`config.mk`:
```
export PLATFORM = sky130hd
export DESIGN_NAME = wb_random_slave
export DESIGN_NICKNAME = d
export VERILOG_FILES = /design/src/rtl/wb_random_slave.sv
export SDC_FILE = /design/constraint.sdc
export NUM_CORES = 1
export LEC_CHECK = 0
export BUFFER_PORTS_ARGS = -buffer_cell sky130_fd_sc_hd__buf_2
export CAP_MARGIN = 15
export CORE_ASPECT_RATIO = 0.9
export CORE_MARGIN = 3
export CORE_UTILIZATION = 48
export CTS_CLUSTER_DIAMETER = 60
export DETAILED_ROUTE_END_ITERATION = 10
export PLACE_DENSITY = 0.8
export SLEW_MARGIN = 20
export SYNTH_ARGS = -nofsm -noshare
export SYNTH_HDL_FRONTEND = slang
export SYNTH_SLANG_ARGS = --single-unit
```
`constraint.sdc`:
```
create_clock -name clk -period 2.55 [get_ports clk]
set_input_delay 0.3825 -clock clk [delete_from_list [all_inputs] [get_ports clk]]
set_output_delay 0.3825 -clock clk [all_outputs]
set_load 0.005 [all_outputs]
```
`src/rtl/wb_random_slave.sv`:
```
`default_nettype none
// ============================================================================
// wb_random_slave : Wishbone slave answering reads with LFSR data and folding
//                   write data into an XOR signature after a fixed latency.
// Revision        : 1.0
// ============================================================================
module wb_random_slave #(
  parameter int           DATA_W      = 128,
  parameter int           ACK_LATENCY = 3,
  parameter logic [127:0] SEED        = 128'h1,
  parameter logic [31:0]  ADDR_BASE   = 32'h0000_0000,
  parameter logic [31:0]  ADDR_MASK   = 32'hF000_0000
) (
  input  logic                clk,
  input  logic                reset,
  input  logic [31:0]         i_wb_adr,
  input  logic [DATA_W/8-1:0] i_wb_sel,
  input  logic                i_wb_we,
  input  logic [DATA_W-1:0]   i_wb_dat,
  input  logic                i_wb_cyc,
  input  logic                i_wb_stb,
  output logic [DATA_W-1:0]   o_wb_dat,
  output logic                o_wb_ack,
  output logic                o_wb_err,
  output logic [DATA_W-1:0]   o_wr_sig,
  output logic [15:0]         o_rd_cnt,
  output logic [15:0]         o_wr_cnt
);

  // An all-zero LFSR would lock up, so a zero seed falls back to 1.
  localparam logic [DATA_W-1:0] c_SEED_EFF = (SEED == '0) ? DATA_W'(1) : DATA_W'(SEED);
  localparam logic [3:0]        c_LAT_LAST = 4'(ACK_LATENCY - 1);

  typedef enum logic [1:0] {
    S_IDLE = 2'd0,
    S_WAIT = 2'd1,
    S_RESP = 2'd2
  } state_t;

  state_t              r_state;
  state_t              w_next;
  logic [3:0]          r_cnt;
  logic [31:0]         r_adr;
  logic [DATA_W/8-1:0] r_sel;
  logic                r_we;
  logic [DATA_W-1:0]   r_dat;
  logic [DATA_W-1:0]   r_lfsr;
  logic [DATA_W-1:0]   r_sig;
  logic [15:0]         r_rd_cnt;
  logic [15:0]         r_wr_cnt;

  logic                w_req;
  logic                w_hit;
  logic                w_resp;
  logic [DATA_W-1:0]   w_lane_mask;
  logic [DATA_W-1:0]   w_lfsr_next;

  assign w_req       = i_wb_cyc & i_wb_stb;
  assign w_hit       = ((r_adr & ADDR_MASK) == (ADDR_BASE & ADDR_MASK));
  assign w_resp      = (r_state == S_RESP);
  assign w_lfsr_next = {r_lfsr[126:0], r_lfsr[127] ^ r_lfsr[125] ^ r_lfsr[100] ^ r_lfsr[98]};

  generate
    for (genvar gi = 0; gi < DATA_W/8; gi++) begin : g_lane
      assign w_lane_mask[8*gi +: 8] = {8{r_sel[gi]}};
    end
  endgenerate

  always_comb begin
    w_next   = r_state;
    o_wb_ack = 1'b0;
    o_wb_err = 1'b0;
    o_wb_dat = '0;
    case (r_state)
      S_IDLE: if (w_req) w_next = (ACK_LATENCY == 1) ? S_RESP : S_WAIT;
      S_WAIT: begin
        if (!i_wb_cyc)                w_next = S_IDLE;
        else if (r_cnt == c_LAT_LAST) w_next = S_RESP;
      end
      S_RESP: begin
        w_next   = S_IDLE;
        o_wb_ack = w_hit;
        o_wb_err = ~w_hit;
        if (w_hit && !r_we) o_wb_dat = r_lfsr;
      end
      default: w_next = S_IDLE;
    endcase
  end

  always_ff @(posedge clk) begin
    if (!reset) begin
      r_state  <= S_IDLE;
      r_cnt    <= 4'd0;
      r_adr    <= '0;
      r_sel    <= '0;
      r_we     <= 1'b0;
      r_dat    <= '0;
      r_lfsr   <= c_SEED_EFF;
      r_sig    <= '0;
      r_rd_cnt <= 16'd0;
      r_wr_cnt <= 16'd0;
    end else begin
      r_state <= w_next;
      if (r_state == S_IDLE && w_req) begin
        r_adr <= i_wb_adr;
        r_sel <= i_wb_sel;
        r_we  <= i_wb_we;
        r_dat <= i_wb_dat;
      end
      // Counter holds the number of cycles already spent since acceptance.
      if (w_next == S_WAIT) r_cnt <= (r_state == S_IDLE) ? 4'd1 : r_cnt + 4'd1;
      else                  r_cnt <= 4'd0;
      if (w_resp && w_hit) begin
        if (r_we) begin
          r_sig <= r_sig ^ (r_dat & w_lane_mask);
          if (r_wr_cnt != 16'hFFFF) r_wr_cnt <= r_wr_cnt + 16'd1;
        end else begin
          r_lfsr <= w_lfsr_next;
          if (r_rd_cnt != 16'hFFFF) r_rd_cnt <= r_rd_cnt + 16'd1;
        end
      end
    end
  end

  assign o_wr_sig = r_sig;
  assign o_rd_cnt = r_rd_cnt;
  assign o_wr_cnt = r_wr_cnt;

endmodule
`default_nettype wire

```
## After elaboration in Yosys (flattened, before gate mapping)

Cells that the tools add are included.

- Word-level logic and storage cells: 51
- Bits in registers: 471
- Bits of input ports: 181

- Multiplexer cells: 9
- Equality and inequality tests: 6
- $add $sub $neg: 3
- Reductions and logical operators: 12
- Bitwise logic cells: 10

Operators with widths:

| cell | count |
|---|---|
| 128-bit 2-to-1 mux | 2 |
| 128-bit bitwise AND | 1 |
| 128-bit bitwise XOR | 1 |
| 16-bit by 1-bit adder with 16-bit output, second input constant | 2 |
| 32-bit logical NOT | 1 |
| 16-bit inequality test, second input constant | 2 |
| 2-bit 2-to-1 mux | 3 |
| 2-bit AND reduction | 3 |
| 3-bit AND reduction | 2 |
| 4-bit by 1-bit adder with 4-bit output, second input constant | 1 |
| 2-bit by 1-bit == test with 1-bit output, second input constant | 2 |
| 4-bit by 2-bit == test with 1-bit output, second input constant | 1 |
| 1-bit inverter | 4 |
| 2-bit one-hot mux with 2 select lines | 1 |
| 1-bit logical AND | 3 |
| 1-bit 2-to-1 mux | 3 |
| 3-bit OR reduction | 1 |
| 1-bit bitwise XOR | 3 |
| 2-bit == test, second input constant | 1 |
| 2-bit logical NOT | 1 |
| 1-bit bitwise AND | 1 |
| 1-bit logical NOT | 1 |

## Logic depth before layout (Yosys ltp)

Gate-level depths: netlist of the first run.

- Depth in word-level cells: 7
- Gate-level depth with buffers: 8
- Depth with buffers taken out: 6

## Worst setup path after synthesis of the first run

OpenSTA, ideal clock, no wires.

- Path kind: register to register
- Start point: register r_adr[31]
- End point: register r_rd_cnt[15] (netlist: o_rd_cnt[15])
- Clock period less this slack: 2.365 ns
- Library setup time: 0.070 ns
- Stages on the path, launching flop included: 7
- Path buffers: 1
- Setup slack: 0.185 ns
- Arrival time: 2.295 ns
- Cell sequence: dfxtp_1 > or4_4 > or3_1 > buf_6 > or4_4 > or3_1 > a21boi_1

- Longest elaborated chain between the ends: 3

RTL lines:

| element | line | source |
|---|---|---|
| start: declaration | 43 | `logic [31:0] r_adr;` |
| start signal: assignment | 105 | `r_adr <= i_wb_adr;` |
| 32-bit logical NOT | 59 | `assign w_hit = ((r_adr & ADDR_MASK) == (ADDR_BASE & ADDR_MASK));` |
| 1-bit logical AND | 113 | `if (w_resp && w_hit) begin` |
| 3-bit AND reduction (no source line) | n/a |  |
| end signal: assignment | 119 | `if (r_rd_cnt != 16'hFFFF) r_rd_cnt <= r_rd_cnt + 16'd1;` |
| end: declaration | 49 | `logic [15:0] r_rd_cnt;` |

No other way between the ends.
A chain may end at the register's enable or synchronous reset.

## Worst setup path in the final report of the first run

- Start point: register r_adr[31]
- End point: output port o_wb_dat[31]

- Longest elaborated chain between the ends: 4

RTL lines:

| element | line | source |
|---|---|---|
| 32-bit logical NOT | 59 |  |
| 1-bit logical AND | 84 | `if (w_hit && !r_we) o_wb_dat = r_lfsr;` |
| 128-bit 2-to-1 mux | 84 |  |
| 128-bit 2-to-1 mux | 74 | `case (r_state)` |
| end: declaration | 22 | `output logic [DATA_W-1:0] o_wb_dat,` |

No other way between the ends.

==> results of run 1 <==
-- per-layer routing --
| layer | wire length (µm) | global-route usage, % | share of wire [%] | vias to the layer above |
|---|---|---|---|---|
| li1 | - | - | - | 7401 |
| met1 | 19800 | 28.2 | 42 | 7106 |
| met2 | 21900 | 38.3 | 47 | 519 |
| met3 | 3970 | 6.74 | 8.4 | 94 |
| met4 | 1250 | 6.28 | 2.7 | 10 |
| met5 | 61 | 0 | 0.13 | - |
-- per-stage QoR --
step / TNS [ns] / std cells / power, µW / util [%] / worst slack [ns]
floorplan: 0 / 2103 / 7540 / - / 0.185
CTS: -14.38 / 2984 / 14200 / 60.3 / -0.189
global placement: 0 / 2904 / 7760 / 56.2 / 0.201
finish: -8.94 / 2988 / 14000 / 60.5 / -0.134
global route: -24.57 / 2986 / 14500 / 60.5 / -0.261
detailed placement: 0 / 2904 / 7780 / 56.2 / 0.201
-- synthesized netlist by cell type --
master	count	area [µm²]
a21boi_0	279	2090
a21boi_1	1	7.51
and2_1	158	988
and3_1	5	31.3
and3b_1	1	8.76
and4_1	1	8.76
buf_1	2	7.51
buf_6	1	11.3
clkbuf_1	142	533
dfxtp_1	443	8870
ha_1	4	50.1
inv_1	128	480
mux2i_1	1	10.0
nand2_1	569	2140
nand2b_1	2	12.5
nand3_1	138	691
nand3b_1	1	7.51
nand4_1	12	75.1
nand4bb_1	2	22.5
nor2_1	14	52.6
nor2b_1	1	6.26
nor3_1	10	50.1
nor3b_1	3	22.5
nor4_1	10	62.6
nor4b_1	2	17.5
o211ai_1	1	7.51
o21a_1	1	7.51
o21ai_0	5	25.0
or2_2	2	12.5
or3_1	3	18.8
or4_4	2	22.5
xnor2_1	136	1190
xor2_1	23	201
-- logic make-up after synthesis --
group / after synthesis / synth area share, %
flops: 443 / 50.0
simple gates: 936 / 23.9
xor+xnor: 159 / 7.85
mux: 1 / 0.0564
fa+ha+maj: 4 / 0.282
compound gates: 287 / 12.1
buf+inv: 273 / 5.82
-- worst max-delay path, stage by stage, from the launching register on --
cell and delay (ns):
dfxtp_2 0.33, or4_4 0.57, nor3_4 0.17, buf_12 0.20, buf_12 0.19, nand2_1 0.08, inv_1 0.09, buf_2 0.13
-- repair_timing --
| item | in CTS | in global routing |
|---|---|---|
| setup endpoints to repair | 122 | 128 |
| cloned | 1 | 1 |
| setup buffers | 3 | 0 |
| resized for setup | 10 | 9 |
| pin swaps | 1 | 0 |
-- placed cells by master (no fill, tap or decap), types with 3 or more instances in the layout --
| cell | instances |
|---|---|
| a21boi_0 | 279 |
| and2_1 | 157 |
| and3_1 | 4 |
| buf_12 | 11 |
| buf_16 | 3 |
| buf_2 | 437 |
| buf_4 | 17 |
| buf_6 | 5 |
| clkbuf_1 | 9 |
| clkbuf_16 | 46 |
| clkbuf_8 | 11 |
| clkinv_2 | 4 |
| dfxtp_1 | 442 |
| diode_2 | 3 |
| ha_1 | 4 |
| inv_1 | 124 |
| inv_2 | 4 |
| inv_6 | 3 |
| nand2_1 | 564 |
| nand2_2 | 5 |
| nand3_1 | 137 |
| nand4_1 | 12 |
| nor2_1 | 14 |
| nor3_1 | 9 |
| nor3b_1 | 3 |
| nor4_1 | 10 |
| o21ai_0 | 5 |
| xnor2_1 | 136 |
| xor2_1 | 23 |
-- flip-flops by register name, indices dropped and copies added (netlist names) --
register	flops
r_state	2
r_we	1
r_adr	4
r_sel	16
o_wr_cnt	16
r_lfsr	128
r_dat	128
o_rd_cnt	16
r_cnt	4
o_wr_sig	128
-- worst max-delay path by stage --
stage,from,depth (start not counted),endpoint,slack [ns]
finish,r_adr[31],7,o_wb_dat[31],-0.13
CTS,r_adr[31],7,o_wb_dat[79],-0.19
global placement,r_adr[31],5,o_rd_cnt[15],0.20
global route,r_adr[31],7,o_wb_dat[61],-0.26
detailed placement,r_adr[31],5,o_rd_cnt[15],0.20
floorplan,r_adr[31],6,o_rd_cnt[15],0.18
-- final cells by class --
type                    count  area [µm²]
fillers                  3088       14300
clock inverters            12         134
multi-input cells        1387        7890
repair buffers            475        2710
inverters                 128         480
clock buffers              64        1300
well taps                 476         596
diodes                      3        7.51
flip-flops and latches    443        8870
-- report_power, final --
part           internal [µW]  switching, µW
combinational            232            288
sequential              7030           84.3
clock                   3740           2670
total                  11000           3040
==> results.json, run 1 <==
{
  "finalNetCount": 2665,
  "setup_viol": 128,
  "syn_inst": 2103,
  "drive_gt1_share_pct": 22.4,
  "antenna_found_initial": 8,
  "cts_buffers": 45,
  "reg2reg_slack_ns": 0.16,
  "r2r_cells": 5,
  "grt_pass1_wl_um": 74300,
  "avgSynthCellArea_um2": 8.44,
  "die-area_mm2": 0.0393,
  "grt_pass1_vias": 14600,
  "worst_slack_ns": -0.134,
  "powerDensity_mw_per_mm2": 639,
  "ctsHtreeMaxLevel": 2,
  "leakage_uw": 0.0102,
  "ys_seq_elements": 443,
  "drc": 0,
  "clk_latency_ns": 0.54,
  "fin_crit_sh_pct": 105,
  "viasPerCell": 5.06,
  "die_h_um": 188,
  "whs_ns": 0.0816,
  "grtUsageTotal_pct": 22.6,
  "hold_viol": 0,
  "relSlewSlack_pct": 60.5,
  "synthesis.area_mm2": 0.0177,
  "placed_area_mm2": 0.0204,
  "min_path_type": "in2reg",
  "die-width_um": 209,
  "design_area_mm2": 0.0220,
  "detail_route.iter0.violations": 1028,
  "fin_crit_ns": 2.68,
  "finClkSkew_ns": 0.0163,
  "rsz0062_at_grt": "true",
  "ctsHoldBuffers": 0,
  "cp-end-kind": "output pin",
  "r2r_end": "o_rd_cnt[15]",
  "r2r-start": "r_adr[31]",
  "min_from": "i_wb_dat[32]",
  "cts_buffer_depth": 3,
  "drtPass1Iterations": 5,
  "worstPathMaxFanout": 29,
  "initial_core_util_pct": 48.8,
  "worstMarginPinSlew_ns": 0.588,
  "rows": 66,
  "vias": 15100,
  "hold_depth": 3,
  "min_to": "r_dat[32]",
  "dp_hpwl_um": 32400,
  "critPathKind": "reg2out",
  "root_buffer": "clkbuf_16",
  "post_drt_wl_per_cell_um": 15.7,
  "synth_nets": 2288,
  "io_pins": 471,
  "antenna_left": 0,
  "finalMaxSlewViolations": 0,
  "violations": "negative setup slack",
  "critical_path_arrival_ns": 2.30,
  "cts.sinks": 443,
  "cts_tree": "built",
  "cp-start-kind": "flop",
  "irDropWorstVdd_mv": 0.469,
  "io_buffers": 442,
  "maxCapViolations": 0,
  "core_area_mm2": 0.0363,
  "synth_cell_types": 33,
  "clk_pin_slew_worst_paths_ns": 0.06,
  "grt-ovfl-total": 0,
  "syn_to_final_growth_pct": 23.9,
  "cp.required_ns": 2.17,
  "synth_warnings": 0,
  "max_freq_mhz": 373,
  "wl_um": 47000,
  "grt_max_degree": 134,
  "outcome": "complete, but fails checks",
  "place_congestion": 0.865,
  "synth.yosys.seq_area_share_pct": 50.0
}
Power figures use the tool's default switching activity.
==> run 2: changes to the inputs <==
--- a/config.mk
+++ b/config.mk
@@ -9,11 +9,12 @@
 export CAP_MARGIN = 15
 export CORE_ASPECT_RATIO = 0.9
 export CORE_MARGIN = 3
-export CORE_UTILIZATION = 48
+export CORE_UTILIZATION = 45
 export CTS_CLUSTER_DIAMETER = 60
 export DETAILED_ROUTE_END_ITERATION = 10
-export PLACE_DENSITY = 0.8
+export PLACE_DENSITY_LB_ADDON = 0.25
 export SLEW_MARGIN = 20
 export SYNTH_ARGS = -nofsm -noshare
 export SYNTH_HDL_FRONTEND = slang
 export SYNTH_SLANG_ARGS = --single-unit
+export TNS_END_PERCENT = 100
==> run 2 against run 1 <==
Compared with the run above:
- the run still ends with negative setup slack left
- non-clock buffer count increased by 32
- clock power increased by 9.2%
- die area increased by 6.5%
- largest cell class unchanged
==> results.json, run 2 (same netlist as run 1, synthesis figures left out) <==
{
  "outcome": "complete, but fails checks",
  "violations": "negative setup slack",
  "relSlewSlack_pct": 39.1,
  "io_buffers": 442,
  "grt-ovfl-total": 0,
  "dp.cells": 2954,
  "antenna_found_initial": 15,
  "place_congestion": 0.810,
  "mostFrequentLayoutCell": "nand2_1",
  "viasPerCell": 4.95,
  "critPathKind": "reg2out",
  "worstMarginPinSlew_ns": 0.914,
  "min_path_type": "in2reg",
  "io_pins": 471,
  "core_area_mm2": 0.0386,
  "cts_tree": "built",
  "clk_pin_slew_worst_paths_ns": 0.06,
  "finalNetCount": 2698,
  "initial_core_util_pct": 45.9,
  "cts_buffers": 46,
  "cp.required_ns": 2.17,
  "finalSetupTns_ns": -19.20,
  "worst-path-buf-inv": 6,
  "worstPathCellList": "or4_4 > nor3_4 > buf_6 > buf_12 > buf_6 > buf_16 > nand2_1 > inv_1 > buf_2",
  "rsz0062_at_grt": "true",
  "top_layer": "met5",
  "die_h_um": 194,
  "powerDensity_mw_per_mm2": 619,
  "drtPass1Iterations": 5,
  "layout_common_cells": "485 x nand2_1, 441 x dfxtp_1, 377 x buf_2",
  "crit_family": "simple AND/OR/NAND/NOR gates",
  "drc": 0,
  "post_drt_wl_per_cell_um": 16.5,
  "finClkSkew_ns": 0.0105,
  "detail_route.iter0.violations": 809,
  "met1Wirelength_um": 21400,
  "wl_um": 50700,
  "grt_max_degree": 154,
  "fin_crit_sh_pct": 109,
  "slowest_delay_ns": 0.55,
  "cp-end-kind": "output pin",
  "worst_slack_ns": -0.237,
  "finalNonFillerCells": 3078,
  "leakage_uw": 0.0116,
  "die-area_mm2": 0.0418,
  "root_buffer": "clkbuf_16",
  "finalMaxSlewViolations": 0,
  "slowest_stage": "or4_4",
  "irDropWorstVdd_mv": 0.413,
  "cp-start-kind": "flop",
  "critical_path_arrival_ns": 2.40,
  "clk_latency_ns": 0.57,
  "wl_met3_um": 3880,
  "ctsHtreeMaxLevel": 2,
  "maxCapViolations": 0,
  "worstPathMaxFanout": 13,
  "dp_hpwl_um": 32300,
  "setup_viol": 127,
  "cts.sinks": 443,
  "hold_viol": 0,
  "grt_pass1_wl_um": 77500,
  "cts_buffer_depth": 3,
  "rows": 68,
  "max_freq_mhz": 359,
  "path_common_cell": "buf_6",
  "antenna_left": 0,
  "grt_pass1_vias": 14700,
  "vias": 15200,
  "syn_to_final_growth_pct": 33.3,
  "drive_gt1_share_pct": 29.8,
  "met2_wirelength_um": 23800,
  "grtUsageTotal_pct": 22.5,
  "die-width_um": 215,
  "fin_crit_ns": 2.79
}
[run 2: changes by cell type in the layout (fill, tap and decap cells not counted), sizes merged]
cell and delta:
clkinv +3, clkinvlp -1, diode +4, clkbuf +6
buf +29, bufinv +3, inv -3
[run 2: per-layer routing]
layer	track usage (%)	vias up
met1	28.2	7207
li1	-	7483
met5	0	-
met2	36.6	407
met4	7.88	16
met3	7.18	108
[run 2: cell type report]
class / instances / area, µm²
flip-flops and latches: 443 / 8870
inverters: 128 / 480
multi-input cells: 1387 / 8480
well taps: 525 / 657
clock inverters: 14 / 203
diodes: 7 / 17.5
repair buffers: 507 / 3570
fillers: 3276 / 15000
clock buffers: 67 / 1360
[run 2: worst paths after layout]
| check | startpoint | endpoint | slack [ns] | depth (start not counted) |
|---|---|---|---|---|
| hold reg to reg | r_dat[5] | r_dat[5] | 0.46 | 2 |
| setup reg to reg | r_adr[29] | o_rd_cnt[15] | 0.08 | 6 |
| hold / removal | i_wb_dat[48] | r_dat[48] | 0.05 | 3 |
| setup / recovery | r_adr[29] | o_wb_dat[100] | -0.24 | 9 |
[run 2: tightest hold or removal path, stage by stage]
cell      delay, ns
buf_2          0.10
nand2_1        0.04
a21boi_0       0.06
[run 2: repair_timing]
| action | in CTS | in global routing |
|---|---|---|
| resized for setup | 167 | 179 |
| pin swaps | 34 | 42 |
| setup buffers | 18 | 9 |
| endpoints found under the setup margin | 128 | 131 |
| hold buffers | 0 | 0 |
| cloned | 8 | 5 |
[run 2: power by group]
| part | leakage, µW | switching [µW] | internal [µW] |
|---|---|---|---|
| clock network | 0.000774 | 2790 | 4210 |
| logic | 0.00725 | 287 | 233 |
| registers | 0.00358 | 82.1 | 7030 |
[run 2: through the flow]
step / instance area (µm²) / util, % / hold slack, ns / setup slack [ns] / power (µW)
floorplan: 17700 / - / 0.444 / 0.185 / 7540
global placement: 20500 / 53.0 / 0.449 / 0.185 / 7770
detailed placement: 20500 / 53.0 / 0.457 / 0.177 / 7780
CTS: 22900 / 59.3 / 0.0157 / -0.273 / 14800
global route: 23600 / 61.2 / 0.0346 / -0.346 / 15200
finish: 23600 / 61.2 / 0.0521 / -0.237 / 14600
